$ cat config.mk
export PLATFORM = sky130hd
export DESIGN_NAME = jk_cmd_driver_flat
export DESIGN_NICKNAME = d
export VERILOG_FILES = /design/src/rtl/jk_pkg.sv /design/src/rtl/jk_cmd_driver_if.sv /design/src/rtl/jk_tgt_fifo.sv /design/src/rtl/jk_cmd_driver.sv /design/src/flat_wrapper.sv
export SDC_FILE = /design/constraint.sdc
export NUM_CORES = 1
export LEC_CHECK = 0
export ABC_CLOCK_PERIOD_IN_PS = 2200
export BUFFER_PORTS_ARGS = -buffer_cell sky130_fd_sc_hd__buf_2
export CAP_MARGIN = 20
export CORE_MARGIN = 3
export CORE_UTILIZATION = 50
export CTS_CLUSTER_DIAMETER = 150
export DETAILED_ROUTE_END_ITERATION = 12
export GPL_ROUTABILITY_DRIVEN = 0
export PLACE_DENSITY = 0.74
export SYNTH_ARGS = -nofsm -noshare
export SYNTH_HDL_FRONTEND = slang
export SYNTH_HIERARCHICAL = 1
export SYNTH_SLANG_ARGS = --single-unit
$ cat constraint.sdc
create_clock -name clk -period 2.2 [get_ports clk]
set_input_delay 0.11 -clock clk [delete_from_list [all_inputs] [get_ports clk]]
set_output_delay 0.11 -clock clk [all_outputs]
set_load 0.005 [all_outputs]
$ cat src/rtl/jk_pkg.sv
// ----------------------------------------------------------------------------
// jk_pkg: shared JK level encodings, control states and command encoder. Rev 1.0
// ----------------------------------------------------------------------------
`default_nettype none

package jk_pkg;

  localparam logic OFF = 1'b0;
  localparam logic ON  = 1'b1;

  localparam logic [1:0] IDLE  = 2'd0;
  localparam logic [1:0] RUN   = 2'd1;
  localparam logic [1:0] DRAIN = 2'd2;

  // Returns {j, k} that moves a JK FSM believed to be in 'mdl' to level 't'.
  function automatic logic [1:0] jk_encode(input logic mdl, input logic t);
    logic [1:0] jk;
    jk = 2'b00;
    if (mdl == OFF) jk = {t, 1'b0};
    else            jk = {1'b0, ~t};
    return jk;
  endfunction

endpackage

`default_nettype wire

$ cat src/rtl/jk_cmd_driver_if.sv
// ----------------------------------------------------------------------------
// jk_cmd_driver_if: target stream handshake and JK command/feedback bus. Rev 1.0
// ----------------------------------------------------------------------------
`default_nettype none

interface jk_cmd_driver_if;
  logic tgt_valid;
  logic tgt_bit;
  logic tgt_ready;
  logic j;
  logic k;
  logic fb_out;
  logic pop_hold;   // test hook: freezes FIFO pops so the FIFO can fill

  modport master (
    input  tgt_valid, tgt_bit, fb_out, pop_hold,
    output tgt_ready, j, k
  );

  modport slave (
    output tgt_valid, tgt_bit, fb_out, pop_hold,
    input  tgt_ready, j, k
  );
endinterface

`default_nettype wire

$ cat src/rtl/jk_tgt_fifo.sv
// ----------------------------------------------------------------------------
// jk_tgt_fifo: 1-bit synchronous FIFO with full/empty/count. Rev 1.0
// ----------------------------------------------------------------------------
`default_nettype none

module jk_tgt_fifo #(
  parameter int DEPTH = 4
) (
  input  wire logic                       clk,
  input  wire logic                       areset,
  input  wire logic                       push_i,
  input  wire logic                       din_i,
  input  wire logic                       pop_i,
  output logic                            dout_o,
  output logic                            full_o,
  output logic                            empty_o,
  output logic [$clog2(DEPTH):0]          count_o
);

  localparam int AW = $clog2(DEPTH);
  localparam logic [AW:0] FULL_CNT = (AW+1)'(DEPTH);

  logic [DEPTH-1:0] mem_q;
  logic [AW-1:0]    wr_ptr_q;
  logic [AW-1:0]    rd_ptr_q;
  logic [AW:0]      count_q;

  always_ff @(posedge clk or posedge areset) begin
    if (areset) begin
      mem_q    <= '0;
      wr_ptr_q <= '0;
      rd_ptr_q <= '0;
      count_q  <= '0;
    end else begin
      if (push_i) begin
        mem_q[wr_ptr_q] <= din_i;
        wr_ptr_q        <= wr_ptr_q + 1'b1;
      end
      if (pop_i) rd_ptr_q <= rd_ptr_q + 1'b1;
      if (push_i && !pop_i)      count_q <= count_q + 1'b1;
      else if (pop_i && !push_i) count_q <= count_q - 1'b1;
    end
  end

  assign dout_o  = mem_q[rd_ptr_q];
  assign full_o  = (count_q == FULL_CNT);
  assign empty_o = (count_q == '0);
  assign count_o = count_q;

endmodule

`default_nettype wire

$ cat src/rtl/jk_cmd_driver.sv
// ----------------------------------------------------------------------------
// jk_cmd_driver: drives j/k so a remote JK FSM follows a buffered target stream. Rev 1.0
// ----------------------------------------------------------------------------
`default_nettype none

module jk_cmd_driver
  import jk_pkg::*;
#(
  parameter int DEPTH = 4,
  parameter int ERR_W = 8
) (
  input  wire logic        clk,
  input  wire logic        areset,
  jk_cmd_driver_if.master  bus,
  output logic             busy,
  output logic [ERR_W-1:0] err_cnt,
  output logic             err_flag
);

  localparam int CW = $clog2(DEPTH) + 1;

  logic          w_full, w_empty, w_head;
  logic [CW-1:0] w_count;
  logic          w_push, w_pop, w_last, w_nz_next;
  logic          w_mismatch, w_mdl_eff;
  logic [1:0]    w_jk;

  logic             mdl_q, mdl_d;
  logic             chk_valid_q, chk_valid_d;
  logic             chk_bit_q, chk_bit_d;
  logic [ERR_W-1:0] err_cnt_q, err_cnt_d;
  logic             err_flag_q, err_flag_d;
  logic [1:0]       state_q, state_d;

  jk_tgt_fifo #(.DEPTH(DEPTH)) u_fifo (
    .clk     (clk),
    .areset  (areset),
    .push_i  (w_push),
    .din_i   (bus.tgt_bit),
    .pop_i   (w_pop),
    .dout_o  (w_head),
    .full_o  (w_full),
    .empty_o (w_empty),
    .count_o (w_count)
  );

  assign w_push = bus.tgt_valid & ~w_full;
  assign w_pop  = ~w_empty & ~bus.pop_hold;
  assign w_last = (w_count == CW'(1));

  // Trust the feedback over the model for the cycle a check disagrees.
  assign w_mismatch = chk_valid_q & (bus.fb_out != chk_bit_q);
  assign w_mdl_eff  = w_mismatch ? bus.fb_out : mdl_q;
  assign w_jk       = w_pop ? jk_encode(w_mdl_eff, w_head) : 2'b00;

  assign w_nz_next = w_push | (~w_empty & ~(w_pop & w_last));

  always_comb begin
    mdl_d       = w_pop ? w_head : w_mdl_eff;
    chk_valid_d = w_pop;
    chk_bit_d   = w_pop ? w_head : chk_bit_q;
    err_cnt_d   = err_cnt_q;
    err_flag_d  = err_flag_q;
    if (w_mismatch) begin
      err_flag_d = 1'b1;
      if (err_cnt_q != {ERR_W{1'b1}}) err_cnt_d = err_cnt_q + 1'b1;
    end
    if (w_nz_next)        state_d = RUN;
    else if (chk_valid_d) state_d = DRAIN;
    else                  state_d = IDLE;
  end

  always_ff @(posedge clk or posedge areset) begin
    if (areset) begin
      mdl_q       <= OFF;
      chk_valid_q <= 1'b0;
      chk_bit_q   <= 1'b0;
      err_cnt_q   <= '0;
      err_flag_q  <= 1'b0;
      state_q     <= IDLE;
    end else begin
      mdl_q       <= mdl_d;
      chk_valid_q <= chk_valid_d;
      chk_bit_q   <= chk_bit_d;
      err_cnt_q   <= err_cnt_d;
      err_flag_q  <= err_flag_d;
      state_q     <= state_d;
    end
  end

  assign bus.tgt_ready = ~w_full;
  assign bus.j         = w_jk[1];
  assign bus.k         = w_jk[0];
  assign busy          = (state_q != IDLE);
  assign err_cnt       = err_cnt_q;
  assign err_flag      = err_flag_q;

endmodule

`default_nettype wire
$ cat src/flat_wrapper.sv
// flat-port wrapper written by rule: the top's interface ports become plain ports
module jk_cmd_driver_flat import jk_pkg::*;
#(
  parameter int DEPTH = 4,
  parameter int ERR_W = 8
)
  (clk, areset, busy, err_cnt, err_flag, bus_tgt_valid, bus_tgt_bit, bus_fb_out, bus_pop_hold, bus_tgt_ready, bus_j, bus_k);
  jk_cmd_driver_if bus_i ();
  input  wire logic clk;
  input  wire logic areset;
  output logic busy;
  output logic [ERR_W-1:0] err_cnt;
  output logic err_flag;
  input wire logic [$bits(bus_i.tgt_valid)-1:0] bus_tgt_valid;
  input wire logic [$bits(bus_i.tgt_bit)-1:0] bus_tgt_bit;
  input wire logic [$bits(bus_i.fb_out)-1:0] bus_fb_out;
  input wire logic [$bits(bus_i.pop_hold)-1:0] bus_pop_hold;
  output wire logic [$bits(bus_i.tgt_ready)-1:0] bus_tgt_ready;
  output wire logic [$bits(bus_i.j)-1:0] bus_j;
  output wire logic [$bits(bus_i.k)-1:0] bus_k;
  assign bus_i.tgt_valid = bus_tgt_valid;
  assign bus_i.tgt_bit = bus_tgt_bit;
  assign bus_i.fb_out = bus_fb_out;
  assign bus_i.pop_hold = bus_pop_hold;
  assign bus_tgt_ready = bus_i.tgt_ready;
  assign bus_j = bus_i.j;
  assign bus_k = bus_i.k;
  jk_cmd_driver #(.DEPTH(DEPTH), .ERR_W(ERR_W)) u_core (.clk(clk), .areset(areset), .bus(bus_i), .busy(busy), .err_cnt(err_cnt), .err_flag(err_flag));
endmodule
=== Word level (Yosys, flattened, before mapping) ===
Cells that the tools add are included.

* $add $sub $neg: 5
* Equal/unequal tests: 4
* Bitwise logic cells: 11
* Reductions and logical operators: 9
* Muxes and demuxes: 13
* Order comparisons: 3

{| class="wikitable"
|+ Operator list
! operator !! number
|-
| $add A8 B1 Y8 const B || 1
|-
| $mux W2 || 4
|-
| $ne A8 B8 Y1 const B || 1
|-
| $lt A2 B3 Y1 const B || 2
|-
| $mux W3 || 2
|-
| $and A1 B1 Y1 || 5
|-
| $not A1 Y1 || 5
|-
| $add A2 B1 Y2 const B || 2
|-
| $bwmux W4 || 1
|-
| $mux W1 || 4
|-
| $reduce_bool A2 Y1 || 2
|-
| $add A3 B1 Y3 const B || 1
|-
| $eq A3 B1 Y1 const B || 1
|-
| $eq A3 B3 Y1 const B || 1
|-
| $logic_and A1 B1 Y1 || 3
|-
| $logic_not A3 Y1 || 1
|-
| $sub A3 B1 Y3 const B || 1
|-
| $bmux W1 S2 || 1
|-
| $demux W1 S2 || 1
|-
| $ge A2 B1 Y1 const B || 1
|-
| $logic_not A1 Y1 || 2
|-
| $reduce_and A2 Y1 || 1
|-
| $ne A1 B1 Y1 || 1
|-
| $or A1 B1 Y1 || 1
|}

* Bits in registers: 25
* Word-level logic and storage cells: 55
* Output and inout bits: 13
* Input bits: 6

=== Logic depth before layout (Yosys ltp) ===
* Depth in word-level cells: 8
* Mapped depth: 9
* Mapped depth without buffers: 9

=== Modules after synthesis ===
The synthesis kept the hierarchy.

{| class="wikitable"
|+ Modules (own cells, without submodules)
! module !! instances !! seq. area each (um^2) !! cells an instance !! area an instance (um^2)
|-
| jk_cmd_driver || 1 || 350.3 || 67 || 715.7
|-
| jk_tgt_fifo || 1 || 275.3 || 44 || 551.8
|}

=== Worst setup path before layout ===
No wires, ideal clock.

* Path type: register -> register
* Start point: reg u_core.u_fifo.count_q[0] (netlist: u_core/u_fifo/count_o[0])
* End point: reg u_core.u_fifo.count_q[2] (netlist: u_core/u_fifo/count_o[2])
* Cell stages (with the launch flop): 10
* Clock period less this slack: 2.068 ns
* Arrival: 1.989 ns
* Setup time: 0.079 ns
* Path slack: 0.132 ns
* Buffers on the path: 0
* Data required time: 2.121 ns
* Path through: dfrtp_1 nor3_1 nor2_1 inv_1 ha_1 inv_1 fa_1 xor2_1 nor2_1 xor2_1

* Cells in the longest elaborated chain, start to end: 6
* Elaborated cells between the ends (all ways): 15
* Classes of those cells: add/sub (2); eq/ne (1); mux (2); bitwise (4); reduce/logical (6)

{| class="wikitable"
|+ Ends and longest elaborated chain
! what !! RTL line !! text
|-
| from (decl) || jk_tgt_fifo.sv:26 || <nowiki>logic [AW:0] count_q;</nowiki>
|-
| from (signal assigned) || jk_tgt_fifo.sv:40 || <nowiki>if (push_i && !pop_i) count_q <= count_q + 1'b1;</nowiki>
|-
| from (signal assigned) || jk_tgt_fifo.sv:41 || <nowiki>else if (pop_i && !push_i) count_q <= count_q - 1'b1;</nowiki>
|-
| $logic_not A3 Y1 * || jk_tgt_fifo.sv:47 || <nowiki>assign empty_o = (count_q == '0);</nowiki>
|-
| named net u_core.w_empty || jk_cmd_driver.sv:22 || <nowiki>logic w_full, w_empty, w_head;</nowiki>
|-
| $not A1 Y1 * || jk_cmd_driver.sv:48 || <nowiki>assign w_pop = ~w_empty & ~bus.pop_hold;</nowiki>
|-
| $and A1 B1 Y1 * || jk_cmd_driver.sv:48 ||
|-
| named net u_core.chk_valid_d || jk_cmd_driver.sv:29 || <nowiki>logic chk_valid_q, chk_valid_d;</nowiki>
|-
| $logic_not A1 Y1 || jk_tgt_fifo.sv:40 ||
|-
| $logic_and A1 B1 Y1 || jk_tgt_fifo.sv:40 ||
|-
| $mux W3 / $reduce_bool A2 Y1 (equally long branches) || n/a ||
|}

Mark *: on every way through the listed nets, which the timed path passes. The rest lies on a longest branch. The select of a mux whose other input is x is not followed.
A chain may end at the register's enable or synchronous reset.

=== Worst setup path in the final report ===
Same ends and word-level chain as after synthesis.

==> impl_metrics.py <==
metrics = {
    "synth": {
        "yosysSeqAreaShare_pct": 49.4,
        "synth_area_per_cell_sq_um": 11.4,
        "yosysWarnings": 6,
        "yosysUniqueCellTypes": 32,
        "synthCells": 111,
        "synth-seq-cells": 25,
        "synth_edf_count": 0,
        "synth_fp_nets": 124,
        "synthesis.area_sq_um": 1270,
        "synthArstFlopShare_pct": 100,
        "synthFlopType": "dfrtp_1",
    },
    "critical_path": {
        "setup.worst_path.end_class": "register",
        "path_max_fanout": 6,
        "critPathKind": "reg2reg",
        "critPathLaunchType": "register",
        "rr_startpoint": "u_core/u_fifo/count_o[0]",
        "r2r_cells": 9,
        "regToRegSetupSlack_ns": 0.18,
        "worstPathArrival_ns": 2.27,
        "crit_start": "u_core/u_fifo/count_o[0]",
        "cp.required_ns": 2.45,
        "reg2reg_to": "u_core/u_fifo/count_o[2]",
    },
    "global_route": {
        "antenna_found_initial": 0,
        "grt_pass1_vias": 915,
        "grt_pass1_wl_um": 3890,
        "grt.overflow.total": 0,
        "grtUsageTotal_pct": 15.7,
        "grt_max_degree": 16,
    },
    "cts": {
        "cts_tree": "done",
        "cts_buffers": 3,
        "path_clk_slew_ns": 0.14,
        "clock_sinks": 25,
        "cts-root-buf": "clkbuf_4",
        "clk_path_buf_depth": 2,
        "post_cts_buffers": 0,
        "insertion_delay_ns": 0.32,
        "cts-htree-levels": 1,
    },
    "timing": {
        "period_minus_slack_ns": 2.02,
        "setup_viol_count_final": 0,
        "clock_skew_ns": 0.00302,
        "period_share_pct": 91.7,
        "setup_tns_ns": 0,
        "fmaxAchievable_mhz": 496,
        "slew_headroom_pct": 62.4,
        "grt_setup_unrepaired": "no",
        "worst_pin_slew_ns": 0.564,
        "hold_viol_final": 0,
        "finalMaxSlewViolations": 0,
    },
    "routing": {
        "ant_nets": 0,
        "drt-wirelength-per-cell_um": 13.4,
        "dr.pass1.iters": 4,
        "drt-initial-drc-count": 16,
        "num_vias": 902,
        "wirelength_um": 2210,
        "viasPerCell": 5.50,
        "drc": 0,
    },
    "layout": {
        "final_common_cell": "dfrtp_1",
        "diodes": 0,
        "drive_gt1_share_pct": 28.7,
        "seq_area_sq_um": 626,
        "utilization_pct": 63.5,
        "stdcell_area_sq_um": 1460,
        "syn_to_final_growth_pct": 15.0,
        "layout_common_cells": "25 x dfrtp_1, 18 x buf_2, 11 x nand2_1, 9 x inv_1, 7 x mux2_2",
        "n_fill_cell": 188,
        "fin_nets": 150,
        "multi_input_area_sq_um": 608,
    },
    "die": {
        "core_sq_um": 2300,
        "start_util_pct": 55.2,
        "io_pins": 19,
        "die_w_um": 56.4,
        "row_count": 17,
        "die_y_um": 56.4,
        "dieArea_sq_um": 3180,
    },
    "power": {
        "power_density_nw_per_um2": 1230,
        "p_leak_nw": 0.688,
        "ir_drop_uv": 647,
    },
    "hold_path": {
        "whs_path_depth": 2,
        "worstHoldEndpoint": "u_core/u_fifo/mem_q[3]",
        "hp-start": "bus_tgt_bit",
        "hold_class": "in2reg",
    },
    "placed_design": {
        "dp_hpwl_um": 1680,
        "numPortBuffers": 18,
        "dpl_cell_area_sq_um": 1400,
    },
    "job": {
        "maxCapViolations": 0,
    },
    "status": {
        "status": "completed",
    },
}
==> cells in the mapped netlist, drive strengths merged (2+ instances only) <==
library cell | count | area, sq um
nand2b | 2 | 12.5
nor2b | 2 | 12.5
xnor2 | 3 | 26.3
inv | 9 | 33.8
nand3 | 5 | 25.0
xor2 | 5 | 51.3
nor2 | 3 | 11.3
nand2 | 11 | 41.3
nor4 | 2 | 12.5
nand4 | 4 | 25.0
o21ai | 5 | 25.0
mux2 | 12 | 139
and3 | 3 | 18.8
ha | 6 | 75.1
dfrtp | 25 | 626
==> where the power goes <==
part,internal [mW],switching (mW),total (mW)
Sequential,0.649,0.202,0.851
Clock,0.0695,0.144,0.213
Combinational,0.391,0.341,0.732
==> worst max-delay path: stages (launching register included) <==
cell,delay (ns)
dfrtp_1,0.48
nor3_2,0.23
nor2_1,0.13
inv_1,0.07
ha_1,0.17
inv_1,0.06
fa_1,0.37
xor2_1,0.15
nor2_1,0.11
xor2_1,0.18
==> cell families (layout without fill, tap and decap cells) <==
| kind of cell | Yosys count | count (layout) | synth area share, % |
|---|---|---|---|
| xor gates and xnor gates | 8 | 8 | 6.12 |
| buffers and inverters | 10 | 35 | 3.06 |
| muxes | 13 | 13 | 12.7 |
| adders and majority gates | 7 | 7 | 7.50 |
| AOI/OAI and AO/OA | 10 | 10 | 5.33 |
| DFF | 25 | 25 | 49.4 |
| and+or+nand+nor | 38 | 38 | 15.9 |
==> per-stage QoR <==
step | total power [mW] | hold WS, ns | setup slack [ns] | cells
after floorplan | 1.34 | -0.0376 | 0.132 | 111
after global placement | 1.54 | 0.134 | 0.241 | 158
after detailed placement | 1.59 | 0.130 | 0.141 | 158
after CTS | 1.81 | 0.0161 | 0.116 | 164
after global routing | 1.96 | 0.00285 | 0.00995 | 164
final | 1.80 | 0.0269 | 0.183 | 164
==> area by class of cell <==
class	instances	share of cell area, %
inverter	9	2.32
sequential	25	42.9
tap	28	2.40
clock buffer	3	1.55
clock inverter	1	0.515
multi-input combinational	76	41.7
timing repair buffer	22	8.58
==> sequential cells by signal (all words and copies together), names as in the netlist, 2 cells and up <==
signal                  count
u_core/err_cnt              8
u_core/u_fifo/mem_q         4
u_core/u_fifo/wr_ptr_q      2
u_core/u_fifo/rd_ptr_q      2
u_core/u_fifo/count_o       3
u_core/state_q              2
==> worst max-delay path by stage <==
stage / to / slack (ns) / depth (start not counted)
after global placement: u_core/u_fifo/count_o[2] / 0.24 / 9
after detailed placement: u_core/u_fifo/count_o[2] / 0.14 / 9
after floorplan: u_core/u_fifo/count_o[2] / 0.13 / 9
after global routing: u_core/u_fifo/count_o[1] / 0.01 / 7
after CTS: u_core/u_fifo/count_o[2] / 0.12 / 9
final: u_core/u_fifo/count_o[2] / 0.18 / 9
==> what timing repair did <==
item	CTS	global route
setup endpoints to repair	0	1
endpoints found under the hold margin	26	0
hold buffers	2	0
resized for setup	0	1
==> per-layer routing <==
layer | wire length, um | part of all wire, % | up-vias | global-route usage, %
met3 | 70 | 3.2 | 6 | 2.99
met1 | 1020 | 46 | 450 | 18.4
met4 | 44 | 2.0 | 0 | 8.14
li1 | - | - | 429 | -
met5 | 0 | 0 | - | 0
met2 | 1070 | 49 | 17 | 26.9
No activity file was read; power rests on OpenSTA's default activity.
